File: config.mk
export PLATFORM = sky130hd
export DESIGN_NAME = image_tx_scheduler
export DESIGN_NICKNAME = d
export VERILOG_FILES = /design/src/rtl/image_tx_scheduler.sv
export SDC_FILE = /design/constraint.sdc
export NUM_CORES = 1
export LEC_CHECK = 0
export BUFFER_PORTS_ARGS = -buffer_cell sky130_fd_sc_hd__buf_2
export CELL_PAD_IN_SITES_DETAIL_PLACEMENT = 0
export CELL_PAD_IN_SITES_GLOBAL_PLACEMENT = 1
export CORE_UTILIZATION = 41
export CTS_BUF_LIST = sky130_fd_sc_hd__clkbuf_16
export DETAILED_ROUTE_END_ITERATION = 12
export GPL_TIMING_DRIVEN = 0
export PLACE_DENSITY_LB_ADDON = 0.1
export SLEW_MARGIN = 20
export SYNTH_ARGS = -nofsm -noshare
export SYNTH_HDL_FRONTEND = slang
export SYNTH_SLANG_ARGS = --single-unit
export TNS_END_PERCENT = 50
File: constraint.sdc
create_clock -name clk -period 2.6 [get_ports clk]
set_input_delay 0 -clock clk [delete_from_list [all_inputs] [get_ports clk]]
set_output_delay 0 -clock clk [all_outputs]
set_load 0.01 [all_outputs]
File: src/rtl/image_tx_scheduler.sv
// Frame transmit sequencer: freezes the frame buffer, then streams a sync header,
// every pixel as two bytes and a trailing mod-256 checksum to the UART.
module image_tx_scheduler #(
  parameter int         NUM_PIXELS = 76800,
  parameter int         ADDR_W     = 17,
  parameter logic [7:0] SYNC0      = 8'hA5,
  parameter logic [7:0] SYNC1      = 8'h5A
) (
  input  logic              clk,
  input  logic              rst,
  input  logic              start,
  input  logic              capture_busy,
  output logic              freeze,
  output logic [ADDR_W-1:0] rd_addr,
  input  logic [11:0]       pixel,
  output logic [7:0]        tx_data,
  output logic              tx_valid,
  input  logic              tx_ready,
  output logic              busy,
  output logic              done
);

  typedef enum logic [3:0] {
    IDLE     = 4'd0,
    WAIT_CAP = 4'd1,
    HDR0     = 4'd2,
    HDR1     = 4'd3,
    FETCH    = 4'd4,
    LATCH    = 4'd5,
    PIX_HI   = 4'd6,
    PIX_LO   = 4'd7,
    CKSUM    = 4'd8,
    DONE     = 4'd9
  } state_t;

  localparam logic [ADDR_W-1:0] LAST_ADDR = ADDR_W'(NUM_PIXELS - 1);

  function automatic logic [7:0] cksum_add(input logic [7:0] sum, input logic [7:0] b);
    return sum + b;
  endfunction

  state_t      state, next_state;
  logic [11:0] pix_reg, pix_next;
  logic [7:0]  cksum, cksum_next;
  logic [7:0]  tx_data_d;
  logic        tx_valid_d, busy_d, done_d;
  logic        hs, last_pix, leaving_idle;

  assign hs           = tx_valid & tx_ready;
  assign last_pix     = (rd_addr == LAST_ADDR);
  assign leaving_idle = (state == IDLE) && start;

  // State register
  always_ff @(posedge clk) begin
    if (rst) state <= IDLE;
    else     state <= next_state;
  end

  // Next-state logic
  always_comb begin
    next_state = state;
    case (state)
      IDLE:     if (start) next_state = WAIT_CAP; else next_state = IDLE;
      WAIT_CAP: if (!capture_busy) next_state = HDR0; else next_state = WAIT_CAP;
      HDR0:     if (hs) next_state = HDR1; else next_state = HDR0;
      HDR1:     if (hs) next_state = FETCH; else next_state = HDR1;
      FETCH:    next_state = LATCH;
      LATCH:    next_state = PIX_HI;
      PIX_HI:   if (hs) next_state = PIX_LO; else next_state = PIX_HI;
      PIX_LO: begin
        if (hs) next_state = last_pix ? CKSUM : FETCH;
        else    next_state = PIX_LO;
      end
      CKSUM:    if (hs) next_state = DONE; else next_state = CKSUM;
      DONE:     next_state = IDLE;
      default:  next_state = IDLE;
    endcase
  end

  // Output logic: outputs are registered, so decode from next_state and the
  // values pix_reg/cksum will hold after this edge
  always_comb begin
    pix_next = (state == LATCH) ? pixel : pix_reg;
    if (leaving_idle)
      cksum_next = 8'h00;
    else if (hs && ((state == PIX_HI) || (state == PIX_LO)))
      cksum_next = cksum_add(cksum, tx_data);
    else
      cksum_next = cksum;
    tx_valid_d = 1'b0;
    tx_data_d  = 8'h00;
    case (next_state)
      HDR0:    begin tx_valid_d = 1'b1; tx_data_d = SYNC0; end
      HDR1:    begin tx_valid_d = 1'b1; tx_data_d = SYNC1; end
      PIX_HI:  begin tx_valid_d = 1'b1; tx_data_d = {4'h0, pix_next[11:8]}; end
      PIX_LO:  begin tx_valid_d = 1'b1; tx_data_d = pix_next[7:0]; end
      CKSUM:   begin tx_valid_d = 1'b1; tx_data_d = cksum_next; end
      default: begin tx_valid_d = 1'b0; tx_data_d = 8'h00; end
    endcase
    busy_d = (next_state != IDLE);
    done_d = (next_state == DONE);
  end

  // Datapath and output registers
  always_ff @(posedge clk) begin
    if (rst) begin
      rd_addr  <= '0;
      pix_reg  <= 12'h000;
      cksum    <= 8'h00;
      tx_data  <= 8'h00;
      tx_valid <= 1'b0;
      busy     <= 1'b0;
      freeze   <= 1'b0;
      done     <= 1'b0;
    end else begin
      if (leaving_idle)
        rd_addr <= '0;
      else if ((state == PIX_LO) && hs && !last_pix)
        rd_addr <= rd_addr + ADDR_W'(1);
      else
        rd_addr <= rd_addr;
      pix_reg  <= pix_next;
      cksum    <= cksum_next;
      tx_data  <= tx_data_d;
      tx_valid <= tx_valid_d;
      busy     <= busy_d;
      freeze   <= busy_d;
      done     <= done_d;
    end
  end

endmodule

==> impl_metrics.py <==
metrics = {
    "worst_setup_path": {
        "worstPathMaxFanout": 10,
        "cp.arrival_ns": 2.54,
        "crit_required_ns": 2.76,
        "path_class": "reg2reg",
        "crit_chain": "buf_2, nor2b_1, and2_1, clkbuf_1, buf_4, mux2i_1, o21ai_0, o21ai_0, a21oi_1",
        "crit_start": "state[2]",
        "worst_path_largest_cell_delay_ns": 0.43,
        "timing.reg2reg.setup_slack_ns": 0.22,
        "crit_path_start_kind": "flop",
        "critPathCaptureType": "flop",
        "r2r-start": "state[2]",
        "path_common_cell": "o21ai_0",
        "critPathSlowestCell": "nor2b_1",
    },
    "sta": {
        "grt_setup_unrepaired": "false",
        "tightest_slew_ns": 0.578,
        "final_max_slew_viol_count": 0,
        "period_needed_ns": 2.38,
        "hold_ws_ns": -0.00518,
        "tns_ns": 0,
        "finalCritPeriodShare": 0.914,
        "clock_skew_ns": 0.00328,
        "final-setup-viol-count": 0,
        "slew_headroom": 0.614,
        "fmaxAchievable_mhz": 421,
        "finalHoldViolCount": 1,
    },
    "cts": {
        "clk_pin_slew_ns": 0.07,
        "cts_setup_buffers": 0,
        "tritoncts": "done",
        "cts_buffer_depth": 2,
        "clock-root-buffer": "clkbuf_16",
        "clkSinkCount": 52,
        "clk_latency_ns": 0.28,
        "cts_max_level": 2,
        "cts-buffers-inserted": 5,
    },
    "power": {
        "finalPower_mw": 1.67,
        "leakage_nw": 1.24,
        "peakVddDrop_mv": 0.279,
        "powerDensity_nw_per_um2": 532,
    },
    "logic_synthesis": {
        "syn_avg_cell_area_sq_um": 8.47,
        "synthDistinctLibCells": 53,
        "seq_area_frac_synth": 0.399,
        "synth_edf_count": 0,
        "async_flop_share": 0,
        "yosys_warnings": 0,
        "synth_cells": 308,
        "mappedNetlistArea_sq_um": 2610,
        "synth_ff_type": "dfxtp_1",
        "synth-seq-cells": 52,
        "synth_fp_nets": 334,
    },
    "drt": {
        "dr.pass1.iters": 4,
        "drc_errors": 0,
        "vias": 2244,
        "wire_per_inst_um": 13.8,
        "drt_iter0_drc": 136,
        "finalWirelength_mm": 6.09,
        "viasPerCell": 5.09,
        "ant_nets": 0,
    },
    "die": {
        "dieArea_sq_um": 6690,
        "coreArea_sq_um": 6030,
        "die_h_um": 81.8,
        "die_width_um": 81.8,
        "io_pins": 46,
        "start_util": 0.433,
        "row_count": 28,
    },
    "worst_hold_path": {
        "hp-class": "in2reg",
        "min-delay-start": "pixel[10]",
    },
    "global_routing": {
        "grt_max_degree": 16,
        "grt_remaining_overflow": 0,
        "antenna_found_initial": 0,
        "grt_pass1_wl_mm": 10.2,
        "grtUsageTotal": 0.199,
        "first_global_vias": 2149,
    },
    "finish": {
        "area_growth_pct": 20.6,
        "regArea_sq_um": 1040,
        "layout_common_cells": "dfxtp_1 (52), nor2_1 (48), buf_2 (46), nand2_1 (21), nand3_1 (18)",
        "largest_reg_flops": 17,
        "antennaDiodeCount": 0,
        "multi_input_area_sq_um": 1460,
        "final_layout_size_suffix_gt1_frac": 0.172,
        "final_common_cell": "dfxtp_1",
        "fill_cells": 604,
        "num-nets-final": 391,
    },
    "place": {
        "hpwl_mm": 4.52,
        "portBuffers": 44,
        "finalWeightedCongestion": 0.822,
    },
    "status": {
        "violations": "hold timing",
        "status": "complete, but fails checks",
    },
    "job": {
        "cap_viol_max_count": 0,
    },
}
## kinds of logic after synthesis
group | after synthesis | synth area share
simple gates | 136 | 0.258
flops | 52 | 0.399
compound gates | 51 | 0.134
buf+inv | 26 | 0.0412
xor+xnor | 18 | 0.0604
mux | 16 | 0.0614
fa+ha+maj | 9 | 0.0460
## area by class of cell
| cell class | count | share of cell area |
|---|---|---|
| Buffer | 14 | 0.0199 |
| Tap cell | 75 | 0.0298 |
| Clock buffer | 5 | 0.0398 |
| Timing Repair Buffer | 50 | 0.0891 |
| Inverter | 12 | 0.0143 |
| Multi-Input combinational cell | 230 | 0.464 |
| Clock inverter | 3 | 0.0123 |
| Sequential cell | 52 | 0.331 |
## layer usage
layer / vias up / global-route usage / part of all wire
li1: 1181 / - / -
met1: 1018 / 0.256 / 0.47
met2: 43 / 0.337 / 0.48
met3: 2 / 0.0400 / 0.039
met4: 0 / 0.0491 / 0.0044
met5: - / 0 / 0
## what timing repair did
action	CTS	global route
hold endpoints to repair	6	0
setup endpoints to repair	0	1
hold buffers	6	0
gates resized for setup	0	1
## where the power goes
group	total (mW)	internal, mW	leakage [nW]	switching, mW
logic	0.134	0.0548	0.731	0.0792
registers	0.811	0.805	0.420	0.00654
clock network	0.730	0.449	0.0850	0.281
total	1.67	1.31	1.24	0.367
## cell usage after synthesis (all sizes together) (2+ instances only)
library cell | n | share of area
nand2 | 21 | 0.030
a211o | 3 | 0.010
inv | 12 | 0.017
nand2b | 3 | 0.0072
nor2b | 9 | 0.022
or2 | 4 | 0.0096
nand3 | 18 | 0.035
or4 | 2 | 0.0072
o21bai | 2 | 0.0058
and2 | 3 | 0.0072
a31oi | 2 | 0.0048
or3 | 4 | 0.0096
xnor2 | 12 | 0.040
clkbuf | 10 | 0.014
ha | 8 | 0.038
o22ai | 4 | 0.0096
o21ai | 9 | 0.017
dfxtp | 52 | 0.40
nor4 | 2 | 0.0048
and4 | 2 | 0.0067
or4b | 2 | 0.0077
a21oi | 11 | 0.023
o21a | 6 | 0.017
xor2 | 6 | 0.020
nor2 | 49 | 0.073
and3 | 5 | 0.012
buf | 4 | 0.0096
nor3 | 9 | 0.017
mux2i | 16 | 0.061
## worst max-delay path, delay by kind of cell (launching register included)
kind            cells  cell delay [ns]
mux                 1             0.24
buf+inv             3             0.61
compound gates      3             0.47
flops               1             0.30
simple gates        2             0.62
## metrics by stage
stage          cell area (sq um)  cells   util  hold WS (ns)  setup WS [ns]
4_1_cts                     3150    441  0.522       0.00129          0.244
3_3_place_gp                2920    427  0.485         0.261          0.224
5_1_grt                     3150    441  0.522       0.00165         0.0280
6_report                    3150    441  0.522      -0.00518          0.225
3_5_place_dp                2920    427  0.485         0.276          0.273
2_1_floorplan               2610    308      -         0.160          0.466
## final timing paths
path	end	depth (start not counted)
max	tx_data[1]	9
min	pix_reg[10]	3
min reg2reg	pix_reg[2]	2
max reg2reg	tx_data[1]	9
No activity file was read; power rests on OpenSTA's default activity.
